$ cat config.mk
export PLATFORM = sky130hd
export DESIGN_NAME = mem_arbiter
export DESIGN_NICKNAME = d
export VERILOG_FILES = /design/src/rtl/mem_arbiter.sv
export SDC_FILE = /design/constraint.sdc
export NUM_CORES = 1
export LEC_CHECK = 0
export BUFFER_PORTS_ARGS = -buffer_cell sky130_fd_sc_hd__buf_2
export CORE_AREA = 2 2 104 106
export DETAILED_ROUTE_END_ITERATION = 10
export DIE_AREA = 0 0 106 108
export PLACE_DENSITY_LB_ADDON = 0.1
export RECOVER_POWER = 100
export SETUP_SLACK_MARGIN = 0.5
export SYNTH_ARGS = -nofsm -noshare
export SYNTH_HDL_FRONTEND = slang
export SYNTH_SLANG_ARGS = --single-unit
$ cat constraint.sdc
create_clock -name CLK -period 1.94 [get_ports CLK]
set_input_delay 0.097 -clock CLK [delete_from_list [all_inputs] [get_ports CLK]]
set_output_delay 0.097 -clock CLK [all_outputs]
set_load 0.01 [all_outputs]
$ cat src/rtl/mem_arbiter.sv
// mem_arbiter: arbitrates data- and instruction-cache word requests onto one RAM port, data first.
// Define ARB_FAIR_EN to force an instruction grant after STARVE_MAX data grants while iREN waits.
module mem_arbiter #(
  parameter int STARVE_MAX = 4
) (
  input  logic        CLK,
  input  logic        nRST,
  input  logic        dREN,
  input  logic        dWEN,
  input  logic [31:0] daddr,
  input  logic [31:0] dstore,
  input  logic        iREN,
  input  logic [31:0] iaddr,
  input  logic [31:0] ramload,
  input  logic [1:0]  ramstate,
  output logic        dwait,
  output logic        iwait,
  output logic [31:0] dload,
  output logic [31:0] iload,
  output logic        ramREN,
  output logic        ramWEN,
  output logic [31:0] ramaddr,
  output logic [31:0] ramstore
);
  typedef enum logic [1:0] {IDLE, DSERVE, ISERVE} state_e;
  localparam logic [1:0] ACCESS = 2'd2;
  if (STARVE_MAX < 1 || STARVE_MAX > 7) begin : g_bad_param
    $error("STARVE_MAX must fit the 3-bit starvation counter");
  end
  state_e state_q, state_d;
  logic dreq, dack, iack, starve;
  assign dreq = dREN | dWEN;
  assign dack = state_q == DSERVE && dreq && ramstate == ACCESS;
  assign iack = state_q == ISERVE && iREN && ramstate == ACCESS;
  assign dload = ramload;
  assign iload = ramload;
`ifdef ARB_FAIR_EN
  logic [2:0] cnt_q, cnt_d;
  assign starve = iREN && cnt_q == 3'(STARVE_MAX);
  assign cnt_d = (!iREN || iack) ? 3'd0 : dack ? cnt_q + 3'd1 : cnt_q;
  always_ff @(posedge CLK or negedge nRST) begin
    if (!nRST) cnt_q <= 3'd0;
    else cnt_q <= cnt_d;
  end
`else
  assign starve = 1'b0;
`endif
  always_ff @(posedge CLK or negedge nRST) begin
    if (!nRST) state_q <= IDLE;
    else state_q <= state_d;
  end
  // A dropped request zeroes the bus and returns to IDLE in the same cycle.
  always_comb begin
    state_d  = state_q;
    ramREN   = 1'b0;
    ramWEN   = 1'b0;
    ramaddr  = 32'd0;
    ramstore = 32'd0;
    dwait    = dreq;
    iwait    = iREN;
    case (state_q)
      IDLE:    state_d = starve ? ISERVE : dreq ? DSERVE : iREN ? ISERVE : IDLE;
      DSERVE: begin
        ramWEN   = dWEN;
        ramREN   = dREN & ~dWEN;
        ramaddr  = dreq ? daddr : 32'd0;
        ramstore = dreq ? dstore : 32'd0;
        dwait    = dreq & ~dack;
        state_d  = (!dreq || dack) ? IDLE : DSERVE;
      end
      ISERVE: begin
        ramREN  = iREN;
        ramaddr = iREN ? iaddr : 32'd0;
        iwait   = iREN & ~iack;
        state_d = (!iREN || iack) ? IDLE : ISERVE;
      end
      default: state_d = IDLE;
    endcase
  end
endmodule

Word-level counts from Yosys, hierarchy flattened
Index checks and enable logic that the tools add are counted.
Widths: inputs -> output; s select.
{"block": "totals", "wordCells": 34, "register_bits": 2}
{"block": "op_classes", "n_mux": 14, "reduce_logical": 9, "n_eq_ne": 3, "bitwise_logic": 7}
{"cell": "$mux 32", "count": 4}
{"cell": "$pmux 32 s2", "count": 1}
{"cell": "$mux 2", "count": 3}
{"cell": "$pmux 2 s3", "count": 1}
{"cell": "$eq 2x2->1 const B", "count": 2}
{"cell": "$logic_and 1x1->1", "count": 4}
{"cell": "$mux 1", "count": 4}
{"cell": "$and 1x1->1", "count": 3}
{"cell": "$not 1->1", "count": 3}
{"cell": "$eq 2x1->1 const B", "count": 1}
{"cell": "$logic_not 1->1", "count": 2}
{"cell": "$logic_not 2->1", "count": 1}
{"cell": "$logic_or 1x1->1", "count": 2}
{"cell": "$pmux 1 s2", "count": 1}
{"cell": "$or 1x1->1", "count": 1}

Logic depth before layout (Yosys ltp)
{"block": "depth", "depth_word": 6, "ltp_mapped": 7, "ltp_nobuf": 5}

Worst setup path after synthesis
Ideal clock, no wire load.
{"block": "synth_path", "path_kind": "register -> output", "start": "register state_q[0]", "end": "output port ramaddr[0]", "arrival_ns": 1.408, "setup_slack_ns": 0.435, "required_ns": 1.843, "stages_incl_launch_ff": 7, "path_cell_list": "dfrtp_1 inv_1 ha_1 and3_1 clkbuf_1 buf_2 a22o_1"}
{"block": "synth_via", "elab_chain_len": 2, "elab_cells_between_ends": 3}
{"item": "start: declaration", "line": "30", "source": "state_e state_q, state_d;"}
{"item": "start signal: assignment", "line": "50", "source": "else state_q <= state_d;"}
{"item": "$eq 2x2->1 / $eq 2x1->1 (equally long branches)", "line": "61", "source": "case (state_q)"}
{"item": "$pmux 32 s2 (*)", "line": "61"}
{"item": "end: declaration", "line": "22", "source": "output logic [31:0] ramaddr,"}
Mark *: on every way between the ends. The rest lies on a longest branch, timed or not.

Worst setup path in the final report
{"block": "layout_path", "start": "register state_q[1]", "end": "output port ramaddr[19]"}
The elaborated chain is that of the path after synthesis.

==> flow_summary.html <==
<table>
<tr><th>Metric</th><th>Value</th></tr>
<tr><th colspan="2">Outcome</th></tr>
<tr><td>Result of the run</td><td>completed</td></tr>
<tr><th colspan="2">Floorplanning</th></tr>
<tr><td>I/O pin count</td><td>267</td></tr>
<tr><td>Starting density of the core</td><td>12.24%</td></tr>
<tr><td>Die height</td><td>108 µm</td></tr>
<tr><td>Die area</td><td>11450 µm²</td></tr>
<tr><td>Row cnt</td><td>37</td></tr>
<tr><td>Core area</td><td>10230 µm²</td></tr>
<tr><td>Die X-Extent</td><td>106 µm</td></tr>
<tr><th colspan="2">GRT</th></tr>
<tr><td>Number of global-route vias before repair</td><td>1433</td></tr>
<tr><td>Overall global routing resource usage</td><td>8.991%</td></tr>
<tr><td>Grt ovf</td><td>0</td></tr>
<tr><td>Largest net degree at the start of global routing</td><td>33</td></tr>
<tr><td>Number of antenna violations at the first check in global routing</td><td>0</td></tr>
<tr><td>First-pass GRT wire length</td><td>7.790 mm</td></tr>
<tr><th colspan="2">Setup path</th></tr>
<tr><td>Largest stage delay, worst path</td><td>0.40 ns</td></tr>
<tr><td>Library cell contributing the largest single delay on the critical path</td><td>sky130_fd_sc_hd__dfrtp_1</td></tr>
<tr><td>Crit-path cells</td><td>inv_2, ha_1, o21a_4, and2_2, a22o_1, clkbuf_1</td></tr>
<tr><td>CP Data Arrival Time</td><td>1.71 ns</td></tr>
<tr><td>Worst EP required</td><td>1.84 ns</td></tr>
<tr><td>Reg-to-reg setup timing slack</td><td>0.75 ns</td></tr>
<tr><td>Worst Setup Start Kind</td><td>flip-flop</td></tr>
<tr><td>Top fanout value on the critical path</td><td>8</td></tr>
<tr><td>Type of the setup path with the least slack</td><td>flip-flop to output port</td></tr>
<tr><td>Endpoint class of the critical path</td><td>output port</td></tr>
<tr><th colspan="2">Route</th></tr>
<tr><td>Number of antenna-violating nets in the routed design</td><td>0</td></tr>
<tr><td>Top routing layer used</td><td>met4</td></tr>
<tr><td>Router iterations before antenna repair</td><td>4</td></tr>
<tr><td>Wire length per cell</td><td>14.87 µm</td></tr>
<tr><td>Final routed wirelength across all metal layers</td><td>6.216 mm</td></tr>
<tr><td>M1 wire length</td><td>2.080 mm</td></tr>
<tr><td>Wire length on met3</td><td>657 µm</td></tr>
<tr><td>Detailed-route vias per instance</td><td>3.749</td></tr>
<tr><td>First DRT Iteration DRCs</td><td>50</td></tr>
<tr><td>Final routed DRC violation total</td><td>0</td></tr>
<tr><td>Number of vias after detailed routing</td><td>1567</td></tr>
<tr><td>Length of routed met2 wiring</td><td>3.360 mm</td></tr>
<tr><th colspan="2">Clock network</th></tr>
<tr><td>CTS buffer count</td><td>3</td></tr>
<tr><td>CTS tree</td><td>built</td></tr>
<tr><td>CTS root buf</td><td>sky130_fd_sc_hd__clkbuf_8</td></tr>
<tr><td>Clk slew on worst S/H paths</td><td>0.03 ns</td></tr>
<tr><td>H-tree depth</td><td>1</td></tr>
<tr><td>Clock latency on the worst-skew pair</td><td>0.21 ns</td></tr>
<tr><td>Clock sink total</td><td>2</td></tr>
<tr><td>Longest Clk Path Bufs</td><td>2</td></tr>
<tr><th colspan="2">Synth</th></tr>
<tr><td>Flip-flop and latch count after synthesis</td><td>2</td></tr>
<tr><td>Count of warnings emitted by yosys</td><td>0</td></tr>
<tr><td>Synth Flop Type</td><td>sky130_fd_sc_hd__dfrtp_1</td></tr>
<tr><td>Post-synthesis cell area</td><td>1252 µm²</td></tr>
<tr><td>Share of flip-flops with an asynchronous set or reset</td><td>100.0%</td></tr>
<tr><td>Per-instance average area after synthesis</td><td>7.637 µm²</td></tr>
<tr><td>Number of unique standard cell types used by synthesis</td><td>22</td></tr>
<tr><td>Total nets after synthesis</td><td>303</td></tr>
<tr><td>Share of Yosys cell area claimed by the top area cell type</td><td>38.36%</td></tr>
<tr><td>Post-synth EDFFs</td><td>0</td></tr>
<tr><td>Cell types with the largest area share after synthesis</td><td>sky130_fd_sc_hd__buf_4 38%, sky130_fd_sc_hd__a22o_1 22%, sky130_fd_sc_hd__and2_1 17%</td></tr>
<tr><td>Largest area contributor in the netlist</td><td>sky130_fd_sc_hd__buf_4</td></tr>
<tr><td>Gate count of the mapped netlist</td><td>164</td></tr>
<tr><td>Portion of the post-synthesis area used by sequential elements</td><td>3.996%</td></tr>
<tr><th colspan="2">Timing</th></tr>
<tr><td>Relative max-transition margin</td><td>86.51%</td></tr>
<tr><td>Slew Viols, Final</td><td>0</td></tr>
<tr><td>Clock tree skew after final layout</td><td>0.003416 ns</td></tr>
<tr><td>Count of final setup violators</td><td>0</td></tr>
<tr><td>Min Tclk post-route</td><td>1.808 ns</td></tr>
<tr><td>Crit share post-route</td><td>93.17%</td></tr>
<tr><td>Transition time at the pin with the least slew margin</td><td>0.2016 ns</td></tr>
<tr><td>Total count of hold-check failures in the final report</td><td>0</td></tr>
<tr><td>Setup tns final</td><td>0 ns</td></tr>
<tr><td>Max Clock Freq</td><td>553.2 MHz</td></tr>
<tr><td>RSZ-0062 raised after global routing</td><td>true</td></tr>
<tr><th colspan="2">Power</th></tr>
<tr><td>Peak supply drop</td><td>0.0002612 V</td></tr>
<tr><td>Power Density</td><td>710.2 nW/µm²</td></tr>
<tr><td>LEAKAGE</td><td>1.108 nW</td></tr>
<tr><td>Design Power</td><td>1.596 mW</td></tr>
<tr><th colspan="2">Place</th></tr>
<tr><td>Post-detail-place hpwl</td><td>4.065 mm</td></tr>
<tr><td>Number of buffers added on ports</td><td>170</td></tr>
<tr><td>Final weighted congestion in routability-driven placement</td><td>0.6359</td></tr>
<tr><td>Post-placement cell count</td><td>397</td></tr>
<tr><th colspan="2">Layout</th></tr>
<tr><td>Cell Count, Final, Fillers Out</td><td>418</td></tr>
<tr><td>Largest registers</td><td>state_q x2</td></tr>
<tr><td>Synth-to-Final Area Change</td><td>79.42%</td></tr>
<tr><td>Antenna diode count</td><td>0</td></tr>
<tr><td>Net total in the final layout</td><td>423</td></tr>
<tr><td>Share of cells above drive strength 1</td><td>62.06%</td></tr>
<tr><td>Most common cell after layout, fill and taps aside</td><td>sky130_fd_sc_hd__buf_2</td></tr>
<tr><td>Register containing the most flip-flops in the final layout</td><td>state_q</td></tr>
<tr><td>Flip-flop count of the largest register after layout</td><td>2</td></tr>
<tr><td>Commonest non-fill, non-tap cells in the layout</td><td>105 x sky130_fd_sc_hd__buf_2, 37 x sky130_fd_sc_hd__clkbuf_1, 32 x sky130_fd_sc_hd__a22o_1, 29 x sky130_fd_sc_hd__buf_6, 20 x sky130_fd_sc_hd__and2_0</td></tr>
<tr><th colspan="2">Min path</th></tr>
<tr><td>Hold Crit Class</td><td>input pin to flip-flop</td></tr>
<tr><th colspan="2">Job</th></tr>
<tr><td>Maximum Capacitance Violations</td><td>0</td></tr>
</table>
==> repair_timing <==
action / in CTS / in global routing
resized for setup: 12 / 82
pin swaps: 5 / 37
gates cloned: 5 / 4
hold endpoints to repair: 2 / 0
hold buffers: 1 / 0
buffers inserted: 4 / 4
endpoints found under the setup margin: 65 / 65
==> cells by family (layout without fill, tap and decap cells) <==
| logic type | Yosys count | count (layout) | synth area share [%] |
|---|---|---|---|
| compound gates | 38 | 38 | 25.97 |
| fa+ha+maj | 4 | 4 | 3.996 |
| buf+inv | 77 | 192 | 44.95 |
| flops | 2 | 2 | 3.996 |
| simple gates | 43 | 46 | 21.08 |
==> layer usage <==
metal  up-vias  GRT usage [%]
li1        734              -
met1       687          9.065
met2       125          17.51
met3        21          2.532
met4         0          3.383
met5         -              0
==> worst max-delay path: cells and delay by family, from the launching register on <==
family | cells | cell delay (ns)
AOI/OAI and AO/OA | 2 | 0.35
adders and majority gates | 1 | 0.22
buffers and inverters | 2 | 0.25
DFF | 1 | 0.40
and+or+nand+nor | 1 | 0.27
==> final cells by class <==
| type | instances | area [µm²] |
|---|---|---|
| clock buffers | 3 | 41.29 |
| fillers | 1184 | 7984 |
| inverters | 2 | 7.507 |
| multi-input cells | 88 | 716.9 |
| flip-flops and latches | 2 | 50.05 |
| well taps | 136 | 170.2 |
| repair buffers | 187 | 1261 |
==> through the flow <==
| step | util [%] | setup WS [ns] | hold WS, ns | instance area [µm²] |
|---|---|---|---|---|
| floorplan | - | 0.4937 | -0.1986 | 1284 |
| global placement | 17.08 | 0.2248 | -0.1134 | 1748 |
| detailed placement | 17.08 | 0.2496 | -0.1090 | 1748 |
| CTS | 19.24 | 0.1443 | 0.1893 | 1968 |
| global route | 21.96 | 0.04575 | 0.1940 | 2247 |
| finish | 21.96 | 0.1324 | 0.1938 | 2247 |
==> worst paths after layout <==
path	start	to	cells after the start
max in group asynchronous	nRST	state_q[1]	2
min in group asynchronous	nRST	state_q[0]	2
min reg2reg	state_q[1]	state_q[1]	2
max	state_q[1]	ramaddr[19]	6
min	iREN	state_q[1]	2
max reg2reg	state_q[0]	state_q[0]	5
==> Yosys cell counts (2+ instances only) <==
master	count
sky130_fd_sc_hd__a21oi_1	2
sky130_fd_sc_hd__inv_1	2
sky130_fd_sc_hd__nand2_1	2
sky130_fd_sc_hd__buf_6	4
sky130_fd_sc_hd__dfrtp_1	2
sky130_fd_sc_hd__buf_4	64
sky130_fd_sc_hd__clkbuf_1	4
sky130_fd_sc_hd__ha_1	4
sky130_fd_sc_hd__a22o_1	32
sky130_fd_sc_hd__and2_1	34
sky130_fd_sc_hd__buf_2	3
==> power by group <==
group          switching, mW  total, mW  internal [mW]
Combinational          0.623       1.37          0.747
Clock                 0.0341      0.166          0.131
Sequential           0.00827     0.0604         0.0521
Total                  0.666       1.60          0.930
Note: power is estimated with default switching activity, not from simulation.
